===== src/rtl/pipe_pkg.sv =====
// rtl/pipe_pkg.sv - shared FSM states, PC step and queue entry layout
package pipe_pkg;

  typedef enum logic {
    RUN     = 1'b0,
    RECOVER = 1'b1
  } state_e;

  localparam logic [31:0] PC_INC  = 32'd4;
  localparam int          ENTRY_W = 65;

  // Entry layout is {pc, taken, target}; 65 bits total.
  typedef struct packed {
    logic [31:0] pc;
    logic        taken;
    logic [31:0] target;
  } pred_entry_t;

endpackage


===== src/rtl/branch_pred_fifo.sv =====
// rtl/branch_pred_fifo.sv - in-flight branch prediction queue
module branch_pred_fifo
  import pipe_pkg::*;
#(
  parameter int DEPTH = 4,
  parameter int W     = ENTRY_W
) (
  input  logic                       clk,
  input  logic                       rst,
  input  logic                       push_i,
  input  logic                       pop_i,
  input  logic                       clear_i,
  input  logic [W-1:0]               wdata_i,
  output logic [W-1:0]               rdata_o,
  output logic [$clog2(DEPTH):0]     count_o,
  output logic                       empty_o
);

  localparam int AW = $clog2(DEPTH);

  logic [W-1:0]  mem_q [DEPTH];
  logic [AW-1:0] wr_ptr_q;
  logic [AW-1:0] rd_ptr_q;
  logic [AW:0]   count_q;

  // Storage, pointers and occupancy; clear wins over push/pop (flush of wrong path).
  always_ff @(posedge clk or posedge rst) begin
    if (rst) begin
      for (int i = 0; i < DEPTH; i++) mem_q[i] <= '0;
      wr_ptr_q <= '0;
      rd_ptr_q <= '0;
      count_q  <= '0;
    end else if (clear_i) begin
      wr_ptr_q <= '0;
      rd_ptr_q <= '0;
      count_q  <= '0;
    end else begin
      if (push_i) begin
        mem_q[wr_ptr_q] <= wdata_i;
        wr_ptr_q        <= wr_ptr_q + AW'(1);
      end
      if (pop_i) rd_ptr_q <= rd_ptr_q + AW'(1);
      case ({push_i, pop_i})
        2'b10:   count_q <= count_q + (AW+1)'(1);
        2'b01:   count_q <= count_q - (AW+1)'(1);
        default: count_q <= count_q;
      endcase
    end
  end

  assign rdata_o = mem_q[rd_ptr_q];
  assign count_o = count_q;
  assign empty_o = (count_q == '0);

endmodule


===== src/rtl/branch_redirect_ctrl.sv =====
// rtl/branch_redirect_ctrl.sv - branch resolution, redirect and predictor training control
module branch_redirect_ctrl
  import pipe_pkg::*;
#(
  parameter int DEPTH       = 4,
  parameter int RECOVER_CYC = 2
) (
  input  logic        clk,
  input  logic        rst,
  input  logic        pred_valid,
  input  logic        pred_taken,
  input  logic [31:0] pred_pc,
  input  logic [31:0] pred_target,
  input  logic        ex_valid,
  input  logic        ex_taken,
  output logic        pred_ready,
  output logic        flush,
  output logic        redirect_valid,
  output logic [31:0] redirect_pc,
  output logic        upd_we,
  output logic        upd_taken,
  output logic [31:0] upd_pc,
  output logic [15:0] branch_cnt,
  output logic [15:0] mispred_cnt,
  output logic        err_underflow,
  output logic        err_overflow
);

  localparam int          AW       = $clog2(DEPTH);
  localparam logic [2:0]  REC_LOAD = 3'(RECOVER_CYC - 1);

  state_e      state_q, state_d;
  logic [2:0]  rec_cnt_q, rec_cnt_d;

  pred_entry_t head;
  pred_entry_t wr_entry;
  logic [AW:0] fifo_count;
  logic        fifo_empty;
  logic        push, pop, mispred, in_run;

  logic        upd_we_q, upd_we_d;
  logic        upd_taken_q, upd_taken_d;
  logic [31:0] upd_pc_q, upd_pc_d;
  logic        flush_q, flush_d;
  logic [31:0] redirect_pc_q, redirect_pc_d;
  logic [15:0] branch_cnt_q, branch_cnt_d;
  logic [15:0] mispred_cnt_q, mispred_cnt_d;
  logic        err_underflow_q, err_underflow_d;
  logic        err_overflow_q, err_overflow_d;

  assign wr_entry   = '{pc: pred_pc, taken: pred_taken, target: pred_target};
  assign pred_ready = (fifo_count < (AW+1)'(DEPTH)) && (state_q == RUN);

  branch_pred_fifo #(.DEPTH(DEPTH), .W(ENTRY_W)) u_fifo (
    .clk     (clk),
    .rst     (rst),
    .push_i  (push),
    .pop_i   (pop),
    .clear_i (mispred),
    .wdata_i (wr_entry),
    .rdata_o (head),
    .count_o (fifo_count),
    .empty_o (fifo_empty)
  );

  // Resolution decode, recovery FSM next state and next values of all registered outputs.
  always_comb begin
    in_run    = (state_q == RUN);
    pop       = ex_valid && in_run && !fifo_empty;
    mispred   = pop && (ex_taken != head.taken);
    push      = pred_valid && pred_ready && !mispred;

    state_d   = state_q;
    rec_cnt_d = rec_cnt_q;
    case (state_q)
      RUN: begin
        if (mispred) begin
          state_d   = RECOVER;
          rec_cnt_d = REC_LOAD;
        end
      end
      RECOVER: begin
        if (rec_cnt_q == 3'd0) state_d = RUN;
        else                   rec_cnt_d = rec_cnt_q - 3'd1;
      end
      default: state_d = RUN;
    endcase

    upd_we_d        = pop;
    upd_taken_d     = pop ? ex_taken : upd_taken_q;
    upd_pc_d        = pop ? head.pc  : upd_pc_q;
    flush_d         = mispred;
    redirect_pc_d   = redirect_pc_q;
    if (mispred) redirect_pc_d = ex_taken ? head.target : head.pc + PC_INC;
    branch_cnt_d    = (pop && branch_cnt_q != 16'hFFFF) ? branch_cnt_q + 16'd1 : branch_cnt_q;
    mispred_cnt_d   = (mispred && mispred_cnt_q != 16'hFFFF) ? mispred_cnt_q + 16'd1 : mispred_cnt_q;
    err_underflow_d = err_underflow_q | (ex_valid && !pop);
    err_overflow_d  = err_overflow_q | (pred_valid && !pred_ready && in_run);
  end

  // Recovery FSM state register; reset aborts any recovery in progress.
  always_ff @(posedge clk or posedge rst) begin
    if (rst) begin
      state_q   <= RUN;
      rec_cnt_q <= '0;
    end else begin
      state_q   <= state_d;
      rec_cnt_q <= rec_cnt_d;
    end
  end

  // Registered redirect, training, statistics and sticky error outputs.
  always_ff @(posedge clk or posedge rst) begin
    if (rst) begin
      upd_we_q        <= 1'b0;
      upd_taken_q     <= 1'b0;
      upd_pc_q        <= '0;
      flush_q         <= 1'b0;
      redirect_pc_q   <= '0;
      branch_cnt_q    <= '0;
      mispred_cnt_q   <= '0;
      err_underflow_q <= 1'b0;
      err_overflow_q  <= 1'b0;
    end else begin
      upd_we_q        <= upd_we_d;
      upd_taken_q     <= upd_taken_d;
      upd_pc_q        <= upd_pc_d;
      flush_q         <= flush_d;
      redirect_pc_q   <= redirect_pc_d;
      branch_cnt_q    <= branch_cnt_d;
      mispred_cnt_q   <= mispred_cnt_d;
      err_underflow_q <= err_underflow_d;
      err_overflow_q  <= err_overflow_d;
    end
  end

  assign upd_we         = upd_we_q;
  assign upd_taken      = upd_taken_q;
  assign upd_pc         = upd_pc_q;
  assign flush          = flush_q;
  assign redirect_valid = flush_q;
  assign redirect_pc    = redirect_pc_q;
  assign branch_cnt     = branch_cnt_q;
  assign mispred_cnt    = mispred_cnt_q;
  assign err_underflow  = err_underflow_q;
  assign err_overflow   = err_overflow_q;

endmodule


===== config.mk =====
export PLATFORM = sky130hd
export DESIGN_NAME = branch_redirect_ctrl
export DESIGN_NICKNAME = d
export VERILOG_FILES = /design/src/rtl/pipe_pkg.sv /design/src/rtl/branch_pred_fifo.sv /design/src/rtl/branch_redirect_ctrl.sv
export SDC_FILE = /design/constraint.sdc
export NUM_CORES = 1
export LEC_CHECK = 0
export ABC_CLOCK_PERIOD_IN_PS = 13650
export CELL_PAD_IN_SITES_DETAIL_PLACEMENT = 0
export CELL_PAD_IN_SITES_GLOBAL_PLACEMENT = 1
export CORE_MARGIN = 2
export CORE_UTILIZATION = 48
export DETAILED_ROUTE_END_ITERATION = 12
export PLACE_DENSITY_LB_ADDON = 0.12
export SYNTH_ARGS = -nofsm -noshare
export SYNTH_HDL_FRONTEND = slang
export SYNTH_SLANG_ARGS = --single-unit

===== constraint.sdc =====
create_clock -name clk -period 13.65 [get_ports clk]
set_input_delay 1.365 -clock clk [delete_from_list [all_inputs] [get_ports clk]]
set_output_delay 1.365 -clock clk [all_outputs]
set_load 0.02 [all_outputs]

### Word-level counts from Yosys, hierarchy flattened

Cells that the tools add are included.

* register bits: 372

* add/sub/neg operators: 8
* order comparisons: 4
* equality and inequality tests: 7
* mux-type cells: 19
* bitwise operators: 6
* reduce and logical (&&, ||, !) cells: 23

Operator list (count)
* $bwmux 260: 1
* $mux 65: 3
* $bmux 65 s2: 1
* $demux 65 s2: 1
* $add 16x1->16 const B: 2
* $add 32x3->32 const B: 1
* $mux 32: 1
* $ne 16x16->1 const B: 2
* $logic_and 1x1->1: 12
* $pmux 3 s2: 2
* $mux 3: 3
* $mux 2: 4
* $ge 3x3->1 const B: 2
* $logic_not 3->1: 2
* $not 2->3: 2
* $sub 3x1->3 const B: 2
* $add 2x1->2 const B: 2
* $logic_not 1->1: 4
* $reduce_and 2->1: 2
* $reduce_bool 2->1: 2
* $add 3x1->3 const B: 1
* $lt 3x1->1 const B: 1
* $lt 3x3->1 const B: 1
* $reduce_bool 3->1: 1
* 9 further kinds: 12

### Depth between registers and ports, before layout

Gate-level depths: netlist of the first run.

* word-level depth: 11
* depth in mapped cells: 13
* depth with buffers taken out: 10

### Hierarchy

Synthesis of the first run repeated with hierarchy kept, for this count alone.

* cells, all modules: 1209
* area, all modules: 16590.9 µm²

Modules (own cells, without submodules)
* branch_pred_fifo: instances 1, cells each 671, area each 11587.4 µm²
* branch_redirect_ctrl: instances 1, cells each 538, area each 5003.5 µm²

### Worst setup path after synthesis of the first run

Ideal clock, no wire load.

* kind: input -> register
* start point: input port pred_valid
* end point: register u_fifo.count_q[2], in the netlist u_fifo.count_o[2]
* library setup time: 0.083 ns
* data arrival time: 3.262 ns
* required time: 13.567 ns
* path slack: 10.306 ns
* stages on the path: 7
* buffers on the path: 0
* cell sequence: nor3b_1 > and2_2 > nor2_1 > fa_1 > nor4_1 > a21oi_1 > o21ai_0

* longest elaborated chain between the ends: 5
* elaborated cells on any way between the ends: 7
* those cells by class: eq/ne (2); mux (2); reduce/logical (3)

RTL lines
* from (decl): line branch_redirect_ctrl.sv:10 `input logic pred_valid,`
* $logic_and 1x1->1 * (2 in series): line branch_redirect_ctrl.sv:71 `push = pred_valid && pred_ready && !mispred;`
* $eq 2x1->1 or $eq 2x2->1 (tied branches): line branch_pred_fifo.sv:43 `case ({push_i, pop_i})`
* $pmux 3 s2: line branch_pred_fifo.sv:43
* $mux 3: line branch_pred_fifo.sv:33 `end else if (clear_i) begin`
* to (signal assigned): line branch_pred_fifo.sv:44 `2'b10: count_q <= count_q + (AW+1)'(1);`
* to (signal assigned): line branch_pred_fifo.sv:45 `2'b01: count_q <= count_q - (AW+1)'(1);`
* to (signal assigned): line branch_pred_fifo.sv:46 `default: count_q <= count_q;`
* to (decl): line branch_pred_fifo.sv:24 `logic [AW:0] count_q;`

Mark *: on every way between the ends. The rest lies on a longest branch, timed or not.
A chain may end at the register's enable or synchronous reset.

### Worst setup path in the final report of the first run

* start point: input port ex_valid
* end point: register u_fifo.mem_q[130] (netlist bit)

* longest elaborated chain between the ends: 6
* elaborated cells on any way between the ends: 7
* those cells by class: bitwise (1); reduce/logical (6)

RTL lines
* from (decl): line branch_redirect_ctrl.sv:14 `input logic ex_valid,`
* $logic_and 1x1->1 * (2 in series): line branch_redirect_ctrl.sv:69 `pop = ex_valid && in_run && !fifo_empty;`
* $logic_and 1x1->1 *: line branch_redirect_ctrl.sv:70 `mispred = pop && (ex_taken != head.taken);`
* $logic_not 1->1: line branch_redirect_ctrl.sv:71
* $logic_and 1x1->1: line branch_redirect_ctrl.sv:71
* $reduce_and 2->1 (no line) *
* to (signal, indexed assignment): line branch_pred_fifo.sv:39 `mem_q[wr_ptr_q] <= wdata_i;`
* to (decl): line branch_pred_fifo.sv:21 `logic [W-1:0] mem_q [DEPTH];`

Marks and branches as above.

==> summary.txt, run 1 <==
GRT
  – Gr ovfl total: 0
  – Initial antenna violation count: 0
  – Met1 GRT Util: 0.3334
  – Most used routing layer: met2
  – GRT met3 Usage: 0.02974
  – First-pass GRT wire length: 65,560 um
  – Largest net degree at the start of global routing: 99
  – Vias in the first global route: 10,847
  – GRT Resource Usage Total: 0.2234
  – M2 GR Usage: 0.3492

Critical path
  – Setup Crit Path Kind: input pin to flip-flop
  – Largest delay share family, worst path: buffers and inverters
  – Max Fanout on Critical Path: 46
  – Req. time, crit path: 14,070 ps
  – Kind of end point of the critical path: flip-flop
  – Crit path buf inv count: 4
  – Worst setup SP type: input pin
  – Setup crit end: u_fifo.mem_q[130]
  – Crit path cell chain: clkdlybuf4s50_1 -> nand2b_1 -> or2_2 -> buf_4 -> inv_1 -> nand2b_1 -> and2_2 -> nand2_4 -> buf_4 -> mux2_2
  – Stages on worst setup path: 10
  – Critical Path AT: 4650 ps
  – CP peak stage delay: 730 ps
  – Slowest CP cell: buf_4
  – Worst r2r src: u_fifo.rd_ptr_q[1]
  – R2r endpoint: u_fifo.mem_q[130]
  – Crit path from: ex_valid
  – R2r setup slk: 9790 ps
  – Worst Reg-to-Reg Cells: 7

Floorplan
  – Die Span X: 193.7 um
  – Core Box Area: 35,480 um^2
  – Die height: 193.7 um
  – Initial core utilization: 0.4868
  – Top Ports: 173
  – Die Footprint: 37,520 um^2
  – Num rows: 69

STA
  – Crit path time final: 4237 ps
  – Slew Limit Headroom: 0.3360
  – Fin crit share: 0.3104
  – RSZ-0062 raised after global routing: no
  – Final setup viols: 0
  – Sum Neg Setup Slack: 0 ps
  – Hold WS: 460.3 ps
  – Final Hold Vio Count: 0
  – Fmax: 236.0 MHz
  – Worst-Margin Slew: 995.9 ps
  – Worst Skew: 27.10 ps
  – Slew Limit Fails: 0
  – Final worst slack: 9413 ps

Placement
  – Pre-CTS setup slack: 8868 ps
  – HPWL Detailed: 26,800 um
  – PortBufs: 172
  – RD Place Congestion: 0.7636

Clock network
  – TritonCTS clock tree: yes
  – CTS Buffer Depth: 3
  – CTS Sinks: 372
  – Clk Latency, worst-skew pair: 530 ps
  – Number of buffers created by CTS: 41
  – Htree depth: 2
  – Cts repair resizes: 0
  – Clock slew at reported path FFs: 60 ps
  – Post CTS Setup Buffer Count: 0
  – Clock root cell: clkbuf_16
  – Post-cts hold buffer count: 0

Route
  – Pre-Repair DR Iteration Count: 5
  – Remaining DRCs: 0
  – Via count: 10,242
  – Routed wire per std cell: 22.05 um
  – Vias/cell: 5.506
  – Antenna Violating Nets Remaining: 0
  – Drt initial violations: 535
  – Post-Route WL: 41,010 um

Finish
  – Fin util: 0.5810
  – Layout cells sized above 1: 0.2716
  – Post-layout net count: 1,451
  – Inserted Diodes: 0
  – Area grow syn2layout: 19.36%

Yosys
  – Synth Net Count: 1,288
  – Area leader, netlist: dfrtp_1
  – Yosys warns: 0
  – Yosys top cell area share: 0.5390
  – Main area contributors after synthesis: dfrtp_1 (54%), mux2_4 (14%), mux4_2 (8.5%)
  – Synth Cell Area: 17,270 um^2
  – Avg Inst Size Synth: 14.30 um^2
  – Flops & latches, synth: 372
  – Main synth FF type: dfrtp_1
  – Seq/Total Area, Yosys: 0.5390
  – EDFF count, synth: 0
  – Commonest cells post-synth: dfrtp_1 (372), mux2_4 (162), nand2_1 (145), mux4_2 (65), mux2_2 (64)
  – Mapped Cells: 1,208
  – Synth async-reset ratio: 1.000
  – Most common cell in the netlist: dfrtp_1
  – Synth unique cells: 49

Flow run
  – Max-Cap Viols: 0

Run status
  – Outcome: finished clean

Worst hold path
  – Hold Crit Class: flip-flop to flip-flop

Power and ir drop
  – Pwr/cell area: 251.3 nW/um^2
  – Power, Total: 5.182 mW
  – Worst vdd rail ir drop: 0.1450 mV
  – Pleak: 9.500 nW
## where the power goes
group	internal (mW)	switching, mW
clock network	0.675	0.435
logic	1.13	1.00
registers	1.62	0.326
total	3.42	1.76
## worst reg2reg max path, cell delays in order (launching register included)
cell and delay [ps]:
dfrtp_4 720, mux4_2 700, xnor2_2 220, nand2b_1 190
and2_2 280, nand2_4 460, buf_4 730, mux2_2 430
## state kept, by name, summed over array words and instances, names as in the netlist, 2 cells and up
| register | flops |
|---|---|
| rec_cnt_q | 3 |
| u_fifo.count_o | 3 |
| upd_pc | 32 |
| u_fifo.wr_ptr_q | 2 |
| redirect_pc | 32 |
| mispred_cnt | 16 |
| u_fifo.rd_ptr_q | 2 |
| branch_cnt | 16 |
| u_fifo.mem_q | 260 |
## area by class of cell
cell class / instances / area (um^2)
clock inverters: 7 / 121.4
repair buffers: 188 / 1842
clock buffers: 64 / 1234
well taps: 461 / 576.8
flip-flops and latches: 372 / 9314
inverters: 16 / 67.56
multi-input cells: 752 / 7461
fillers: 2892 / 14870
## logic make-up (layout without fill, tap and decap cells)
logic type      count (synthesis)  in the layout  share of synthesized area
compound gates                 75             75                    0.02499
xor+xnor                       63             63                    0.03238
fa+ha+maj                      10             10                   0.007679
buf+inv                        84            275                    0.03079
flops                         372            372                     0.5390
mux                           333            333                     0.2944
simple gates                  271            271                    0.07078
## stage by stage
step / cells / instance area [um^2]
2_1_floorplan: 1208 / 17270
3_3_place_gp: 1789 / 19260
3_5_place_dp: 1789 / 19260
4_1_cts: 1860 / 20620
5_1_grt: 1860 / 20620
6_report: 1860 / 20620
## placed cells by master, fill, tap and decap left out, types with 3 or more instances in the layout
master / netlist / layout
a21oi_1: 24 / 24
and3_1: 8 / 8
and4_1: 4 / 4
buf_4: 3 / 16
bufinv_16: 0 / 3
clkbuf_1: 25 / 12
clkbuf_16: 0 / 42
clkbuf_8: 0 / 10
clkdlybuf4s50_1: 0 / 172
clkinv_2: 0 / 3
dfrtp_1: 372 / 370
ha_1: 9 / 9
inv_1: 16 / 15
mux2_1: 38 / 38
mux2_2: 64 / 64
mux2_4: 162 / 162
mux2i_1: 4 / 4
mux4_2: 65 / 65
nand2_1: 145 / 141
nand2_4: 0 / 4
nand2b_1: 4 / 4
nand3_1: 19 / 19
nand4_1: 21 / 21
nor2_1: 47 / 47
nor2b_1: 3 / 3
nor3_1: 8 / 8
o211ai_1: 3 / 3
o21ai_0: 24 / 24
o22ai_1: 16 / 16
xnor2_1: 29 / 29
xor2_1: 33 / 33
## how the worst min path moves through the flow
stage,from,to,slack (ps),cells after the start
2_1_floorplan,u_fifo.mem_q[131],u_fifo.mem_q[131],460,1
3_3_place_gp,err_underflow,err_underflow,450,1
3_5_place_dp,err_underflow,err_underflow,450,1
4_1_cts,err_underflow,err_underflow,470,1
5_1_grt,err_underflow,err_underflow,480,1
6_report,err_underflow,err_underflow,460,1
## metal layers
metal  up-vias  routed length (um)
met5         -                   0
met4         0                 869
met3        60                1774
met2       227               19240
met1      5329               19130
li1       4626                   -
No activity file was read; power rests on OpenSTA's default activity.
==> inputs of run 2 (changes only) <==
Settings changed: ABC_CLOCK_PERIOD_IN_PS 13650 to 3460, CORE_UTILIZATION 48 to 43.
Clock period 13.65 ns to 3.46 ns, I/O delays scaled along.
==> summary.txt, run 2 (synthesized netlist as in run 1, its figures left out) <==
Run status
  – Outcome: finished clean (unchanged)

Critical path
  – Kind of end point of the critical path: flip-flop (unchanged)
  – Crit path cell chain: buf_12 -> mux4_2 -> ha_1 -> nand4_1 -> nor4_4 -> nand2_1 -> xor2_1 -> a221oi_1 (was clkdlybuf4s50_1 -> nand2b_1 -> or2_2 -> buf_4 -> inv_1 -> nand2b_1 -> and2_2 -> nand2_4 -> buf_4 -> mux2_2)
  – Largest delay share family, worst path: simple AND/OR/NAND/NOR gates (was buffers and inverters)
  – Slowest CP cell: mux4_2 (was buf_4)
  – Setup Crit Path Kind: flip-flop to flip-flop (was input pin to flip-flop)
  – Critical Path AT: 3460 ps (was 4650 ps)
  – Worst setup SP type: flip-flop (was input pin)
  – Max Fanout on Critical Path: 65 (was 46)
  – Req. time, crit path: 3900 ps (was 14,070 ps)
  – Crit path buf inv count: 1 (was 4)
  – CP peak stage delay: 510 ps (was 730 ps)

Placement
  – DP Area: 19,640 um^2 (was 19,260 um^2)
  – Placed insts: 1,867 (was 1,789)
  – RD Place Congestion: 0.8231 (was 0.7636)
  – Pre-CTS setup slack: 467.9 ps (was 8868 ps)
  – HPWL Detailed: 28,740 um (was 26,800 um)
  – PortBufs: 172 (unchanged)

Power and ir drop
  – Pwr/cell area: 987.7 nW/um^2 (was 251.3 nW/um^2)
  – Power, Total: 20.81 mW (was 5.182 mW)
  – Pleak: 9.679 nW (was 9.500 nW)
  – Worst vdd rail ir drop: 0.4910 mV (was 0.1450 mV)

Finish
  – Commonest non-fill, non-tap cell in the layout: dfrtp_1 (unchanged)
  – # fillers: 3,340 (was 2,892)
  – Post-layout net count: 1,466 (was 1,451)
  – Layout cells sized above 1: 0.2853 (was 0.2716)
  – Final instance area: 21,070 um^2 (was 20,620 um^2)
  – Register area: 9314 um^2 (unchanged)
  – Multi-input gate area: 7461 um^2 (unchanged)
  – Largest reg by FF count: u_fifo.mem_q (unchanged)
  – Area grow syn2layout: 21.98% (was 19.36%)
  – Non-Filler Instances: 1,941 (was 1,860)
  – Inserted Diodes: 0 (unchanged)
  – Commonest cells after routing, fill and taps aside: dfrtp_1 (370), clkdlybuf4s50_1 (172), mux2_4 (162), nand2_1 (141), mux4_2 (65) (unchanged)
  – Max reg flops: 260 (unchanged)

GRT
  – Gr ovfl total: 0 (unchanged)
  – GRT Resource Usage Total: 0.2135 (was 0.2234)
  – First-pass GRT wire length: 67,700 um (was 65,560 um)
  – Initial antenna violation count: 0 (unchanged)
  – Vias in the first global route: 10,761 (was 10,847)
  – Largest net degree at the start of global routing: 68 (was 99)

Route
  – Via count: 10,240 (was 10,242)
  – Pre-Repair DR Iteration Count: 4 (was 5)
  – Vias/cell: 5.276 (was 5.506)
  – Drt initial violations: 536 (was 535)
  – Post-Route WL: 43,140 um (was 41,010 um)
  – Routed wire per std cell: 22.23 um (was 22.05 um)
  – Antenna Violating Nets Remaining: 0 (unchanged)
  – Remaining DRCs: 0 (unchanged)

STA
  – Crit path time final: 3020 ps
  – Final worst slack: 439.8 ps (was 9413 ps)
  – Final Hold Vio Count: 0 (unchanged)
  – Worst Skew: 14.85 ps (was 27.10 ps)
  – Worst-Margin Slew: 824.2 ps (was 995.9 ps)
  – Slew Limit Headroom: 0.4494 (was 0.3360)
  – Fmax: 331.1 MHz
  – Slew Limit Fails: 0 (unchanged)
  – Final setup viols: 0 (unchanged)
  – RSZ-0062 raised after global routing: no (unchanged)
  – Fin crit share: 0.8729
  – Hold WS: 320.8 ps (was 460.3 ps)

Worst hold path
  – Hold Crit Class: input pin to asynchronous set/reset pin (was flip-flop to flip-flop)

Clock network
  – Clk Latency, worst-skew pair: 540 ps (was 530 ps)
  – Clock slew at reported path FFs: 60 ps (about the same)
  – Number of buffers created by CTS: 42 (was 41)
  – TritonCTS clock tree: yes (unchanged)
  – Post CTS Setup Buffer Count: 0 (unchanged)
  – CTS Sinks: 372 (unchanged)
  – Cts repair resizes: 0 (unchanged)
  – CTS Buffer Depth: 3 (unchanged)
  – Post-cts hold buffer count: 0 (unchanged)
  – Clock root cell: clkbuf_16 (unchanged)
  – Htree depth: 2 (unchanged)

Floorplan
  – Initial core utilization: 0.4347 (was 0.4868)
  – Top Ports: 173 (unchanged)
  – Num rows: 73 (was 69)
  – Die height: 204.4 um (was 193.7 um)
  – Core Box Area: 39,730 um^2 (was 35,480 um^2)
  – Die Span X: 204.4 um (was 193.7 um)
  – Die Footprint: 41,790 um^2 (was 37,520 um^2)

Flow run
  – Max-Cap Viols: 0 (unchanged)
==> run 2: cell count changes in the layout (fill, tap and decap cells not counted), sizes merged <==
cell and delta:
buf +14, clkinv +4, clkbuf -4, clkinvlp +3
==> run 2: final timing paths <==
kind                               startpoint           endpoint  slack [ps]  cells after the start
setup / recovery           u_fifo.rd_ptr_q[1]    redirect_pc[30]         440                      8
hold / removal                            rst  u_fifo.mem_q[197]         320                      2
setup reg to reg           u_fifo.rd_ptr_q[1]    redirect_pc[30]         440                      8
hold reg to reg                 err_underflow      err_underflow         460                      1
max in group asynchronous                 rst  u_fifo.mem_q[225]        2310                      3
min in group clk                     ex_valid      err_underflow         460                      2
==> run 2: metrics by stage <==
stage | util | TNS [ps]
finish | 0.5302 | 0
global route | 0.5302 | 0
CTS | 0.5302 | 0
detailed placement | 0.4944 | 0
global placement | 0.4944 | 0
floorplan | - | -699410
==> run 2: per-layer routing <==
layer  up-vias  global-route usage  part of all wire
li1       4658                   -                 -
met1      5322              0.3171              0.48
met2       202              0.3300              0.46
met3        58             0.03061             0.040
met4         0             0.05487             0.019
met5         -                   0                 0
==> run 2: report_power, final <==
| group | leakage (nW) | total (mW) | internal (mW) | switching, mW |
|---|---|---|---|---|
| combinational | 4.40 | 8.66 | 4.56 | 4.10 |
| clock | 0.701 | 4.56 | 2.76 | 1.81 |
| sequential | 4.58 | 7.58 | 6.38 | 1.20 |
==> run 2: cell type report <==
class,count,area share
multi-input combinational,752,0.3541
timing repair buffer,202,0.1019
clock inverter,14,0.007839
tap,525,0.03118
inverter,16,0.003029
sequential,372,0.4421
clock buffer,60,0.05981
==> RTL edit 1 (flow settings as in run 1) <==
`DEPTH` is set to 4 in 2 places; all go to 8.
--- a/src/rtl/branch_pred_fifo.sv
+++ b/src/rtl/branch_pred_fifo.sv
@@ -3,5 +3,5 @@
   import pipe_pkg::*;
 #(
-  parameter int DEPTH = 4,
+  parameter int DEPTH = 8,
   parameter int W     = ENTRY_W
 ) (
--- a/src/rtl/branch_redirect_ctrl.sv
+++ b/src/rtl/branch_redirect_ctrl.sv
@@ -3,5 +3,5 @@
   import pipe_pkg::*;
 #(
-  parameter int DEPTH       = 4,
+  parameter int DEPTH       = 8,
   parameter int RECOVER_CYC = 2
 ) (
Check against the original RTL: same outputs for any inputs over 4 cycles, from zero or initial values and one cycle with rst high; that may be too few to reach the edited logic, so the function may still have changed.
==> RTL edit 1 against run 1 <==
Sequential cell count increased by 263; final area increased by 62%; synthesized area increased by 67%; worst setup slack got worse by 1.5 ns; non-clock buffer count increased by 16; routed wire length increased by 73%; power increased by 56%; die area increased by 66%; critical path type is now flip-flop to flip-flop.
==> RTL edit 1: results (changes against run 1) <==
* Arr. time, crit path at 6.19 ns (was 4.65 ns)
* Data buffer area share at 0.0598 (was 0.0893)
* Register Area at 15,900 µm² (was 9310 µm²)
* Average size of a mapped cell at 14.6 µm² (was 14.3 µm²)
* Post-synthesis sequential area ratio at 0.550 (was 0.539)
* Number of global-route vias before repair at 18,400 (was 10,800)
* Share of power burned in registers at 0.391 (was 0.375)
* Worst skew pair latency at 0.60 ns (was 0.53 ns)
* HP Class: flip-flop to flip-flop (unchanged)
* Layout Skew at 0.0202 ns (was 0.0271 ns)
* Pwr Total at 8.10 mW (was 5.18 mW)
* Ranking of synthesized cells by area: dfrtp_1 55%, mux2_2 21%, mux4_2 8.7%, mux2i_1 2.4%, nand2_1 1.6% (was dfrtp_1 54%, mux2_4 14%, mux4_2 8.5%, mux2_2 4.2%, nand2_1 3.2%)
* Max reg flops at 520 (was 260)
* Post-synth top cells: 635 x dfrtp_1, 532 x mux2_2, 120 x nand2_1, 112 x mux4_2, 69 x mux2i_1 (was 372 x dfrtp_1, 162 x mux2_4, 145 x nand2_1, 65 x mux4_2, 64 x mux2_2)
* Gpl congestion at 0.822 (was 0.764)
* # fillers at 4,849 (was 2,892)
* Clock share of power at 0.232 (was 0.214)
* # diodes at 1 (was 0)
* Layout cell share with drive strength beyond 1 at 0.370 (was 0.272)
* Max incr delay on CP at 0.79 ns (was 0.73 ns)
* Clock-cell share of area at 0.0677 (was 0.0657)
* First-pass GRT wire length at 112,000 µm (was 65,600 µm)
* Non-filler cells, final at 2,958 (was 1,860)
* Inverter count at 13 (was 16)
* Nets@finish at 2,211 (was 1,451)
* Placed insts at 2,833 (was 1,789)
* H-Tree Level Count at 3 (was 2)
* Multi-In Gates at 1,208 (was 752)
* Status: complete, no violations (unchanged)
* Crit path max fanout at 116 (was 46)
* Peak VDD IR at 143 µV (was 145 µV)
* Mapped Nets at 2,063 (was 1,288)
* Count of cell types in the netlist at 74 (was 49)
* FF+latch count, synth at 635 (was 372)
* Actual slew at the worst max-slew pin at 1.05 ns (was 0.996 ns)
* HPWL after detailed placement at 42,800 µm (was 26,800 µm)
* Signal buffers at 204 (was 188)
* Fraction of area in multi-input gates at 0.367 (was 0.362)
* 1st-iter DRT viols at 1,078 (was 535)
* Largest net degree at the start of global routing at 179 (was 99)
* Biggest register: u_fifo.mem_q (unchanged)
* Crit-path slowest cell: dfrtp_4 (was buf_4)
* Final WL at 71,100 µm (was 41,000 µm)
* Via count at 17,300 (was 10,200)
* Clock buffer cells at 107 (was 64)
* Initial antenna violation count at 3 (was 0)
* Total GRT Usage at 0.234 (was 0.223)
* Sw frac at 0.339 (was 0.340)
* Place WS at 7.41 ns (was 8.87 ns)
* Static Leak at 14.9 nW (was 9.50 nW)
* Total CTS buffers at 70 (was 41)
## RTL edit 1: cell types whose count changed after synthesis, moves of 26 or more
cell,delta
o21ai_0,+26
mux2_2,+468
mux2_1,-38
mux2i_1,+65
mux2_4,-161
mux4_2,+47
buf_2,+52
dfrtp_1,+263
## RTL edit 1: worst paths after layout
kind | from | endpoint | slack [ns] | cells after the start
hold / removal | err_underflow | err_underflow | 0.46 | 1
setup reg to reg | u_fifo.rd_ptr_q[1] | u_fifo.mem_q[470] | 7.94 | 11
min in group asynchronous | rst | redirect_pc[2] | 1.21 | 2
setup / recovery | u_fifo.rd_ptr_q[1] | u_fifo.mem_q[470] | 7.94 | 11
max in group asynchronous | rst | u_fifo.mem_q[81] | 9.44 | 5
hold reg to reg | err_underflow | err_underflow | 0.46 | 1
## RTL edit 1: layer usage
layer,share of wire,vias up,track usage
li1,-,7602,-
met1,0.47,9254,0.333
met2,0.47,317,0.376
met3,0.038,102,0.0363
met4,0.020,4,0.0639
met5,0.00042,-,0
## RTL edit 1: worst max-delay path, delay by kind of cell (launching register included)
kind                   cells  cell delay, ns
AO/OA/AOI/OAI              3            0.80
buffers and inverters      4            2.43
flip-flops                 1            0.79
multiplexers               2            0.57
AND/OR/NAND/NOR            2            0.86
## RTL edit 1: per-stage QoR
stage | util | area (µm²)
finish | 0.565 | 33500
global placement | 0.526 | 31200
detailed placement | 0.526 | 31200
floorplan | - | 28900
CTS | 0.565 | 33500
global route | 0.565 | 33500
## RTL edit 1: logic make-up after synthesis
family          synth area share
xor+xnor                  0.0146
simple gates              0.0538
compound gates            0.0298
mux                        0.321
buf+inv                   0.0270
flops                      0.550
fa+ha+maj                0.00390
==> RTL edit 2 (flow settings as in run 1) <==
Without the edit above. Reset style: synchronous (`rst`), changed in 3 clocked blocks.
--- a/src/rtl/branch_pred_fifo.sv
+++ b/src/rtl/branch_pred_fifo.sv
@@ -25,5 +25,5 @@
 
   // Storage, pointers and occupancy; clear wins over push/pop (flush of wrong path).
-  always_ff @(posedge clk or posedge rst) begin
+  always_ff @(posedge clk) begin
     if (rst) begin
       for (int i = 0; i < DEPTH; i++) mem_q[i] <= '0;
--- a/src/rtl/branch_redirect_ctrl.sv
+++ b/src/rtl/branch_redirect_ctrl.sv
@@ -100,5 +100,5 @@
 
   // Recovery FSM state register; reset aborts any recovery in progress.
-  always_ff @(posedge clk or posedge rst) begin
+  always_ff @(posedge clk) begin
     if (rst) begin
       state_q   <= RUN;
@@ -111,5 +111,5 @@
 
   // Registered redirect, training, statistics and sticky error outputs.
-  always_ff @(posedge clk or posedge rst) begin
+  always_ff @(posedge clk) begin
     if (rst) begin
       upd_we_q        <= 1'b0;
Formal check against the unedited RTL: differs if rst is asserted again (counterexample within 4 cycles, from zero or initial values and one cycle with rst high); with rst held inactive, the same outputs for 4 cycles.
==> RTL edit 2 against run 1 <==
Worst setup slack lost 0.91 ns; routed wire length grew 1.0%; first-iteration DRC count grew 48%; synthesized area shrank 4.1%; sequential cell count grew 2; final cell count grew 3.2%; final area shrank 3.0%; critical path type unchanged.
Power is not compared: it rests on default switching activity, and its combinational part moved more than twofold at a synthesized area within 25%.
==> RTL edit 2: results (changes against run 1) <==
* XOR/XNOR Fraction of Synth Area at 0.0327 (was 0.0324)
* Post-synth top cells: 262 x and2_1, 260 x edfxtp_1, 114 x dfxtp_1, 112 x nand2_1, 65 x a21oi_1 (was 372 x dfrtp_1, 162 x mux2_4, 145 x nand2_1, 65 x mux4_2, 64 x mux2_2)
* Hold Path Sink: upd_taken (was err_underflow)
* Synth async-reset ratio at 0 (was 1.00)
* Post-synthesis sequential area ratio at 0.609 (was 0.539)
* Initial antenna violation count at 1 (was 0)
* Pwr Total at 3.68 mW
* Largest net degree at the start of global routing at 71 (was 99)
* Ys flop type: edfxtp_1 (was dfrtp_1)
* Synth Area in Adders at 0.00574 (was 0.00768)
* Met3 usage at 0.0304 (was 0.0297)
* Place WS at 7.96 ns (was 8.87 ns)
* Final WL at 41,400 µm (was 41,000 µm)
* Number of global-route vias before repair at 10,500 (was 10,800)
* Capturing point of the worst reg2reg path: u_fifo.mem_q[2][4] (was u_fifo.mem_q[130])
* Met2 Usage GRT at 0.384 (was 0.349)
* Non-filler cells, final at 1,919 (was 1,860)
* Worst R2R Setup Slack at 8.61 ns (was 9.79 ns)
* Ranking of synthesized cells by area: edfxtp_1 47%, dfxtp_1 14%, and2_1 9.9%, mux4_2 8.4%, nand2_1 2.5% (was dfrtp_1 54%, mux2_4 14%, mux4_2 8.5%, mux2_2 4.2%, nand2_1 3.2%)
* Layout cell share with drive strength beyond 1 at 0.114 (was 0.272)
* Area of the die at 36,000 µm² (was 37,500 µm²)
* Crit path max fanout at 66 (was 46)
* Max incr delay on CP at 0.68 ns (was 0.73 ns)
* Min-Delay Path Depth at 2 (was 1)
* Arr. time, crit path at 5.30 ns (was 4.65 ns)
* Gpl congestion at 0.840 (was 0.764)
* Status: complete, no violations (unchanged)
* Number of synthesized flops with an enable pin at 260 (was 0)
* Placed insts at 1,843 (was 1,789)
* Count of cell types in the netlist at 56 (was 49)
* Total GRT Usage at 0.232 (was 0.223)
* GR Util met1 at 0.329 (was 0.333)
[RTL edit 2: cell count changes after synthesis, moves of 13 or more]
cell,delta
and2_1,+261
a21oi_1,+41
clkbuf_2,+18
mux2_1,-38
edfxtp_1,+260
xor2_1,-13
dfxtp_1,+114
buf_6,-20
dfrtp_1,-372
and3_1,+14
mux2_4,-162
nand2_1,-33
mux2_2,-64
[RTL edit 2: final cells by class]
type	instances	area, µm²	area share
clock inverter	20	278	0.0139
clock buffer	56	1110	0.0556
multi-input combinational	815	6070	0.304
timing repair buffer	186	1820	0.0910
inverter	13	48.8	0.00244
tap	455	569	0.0285
sequential	374	10100	0.505
[RTL edit 2: metrics by stage]
| step | hold slack, ns | utilization |
|---|---|---|
| 3_3_place_gp | 0.444 | 0.542 |
| 5_1_grt | 0.478 | 0.583 |
| 2_1_floorplan | 0.464 | - |
| 6_report | 0.452 | 0.583 |
| 3_5_place_dp | 0.448 | 0.542 |
| 4_1_cts | 0.456 | 0.583 |
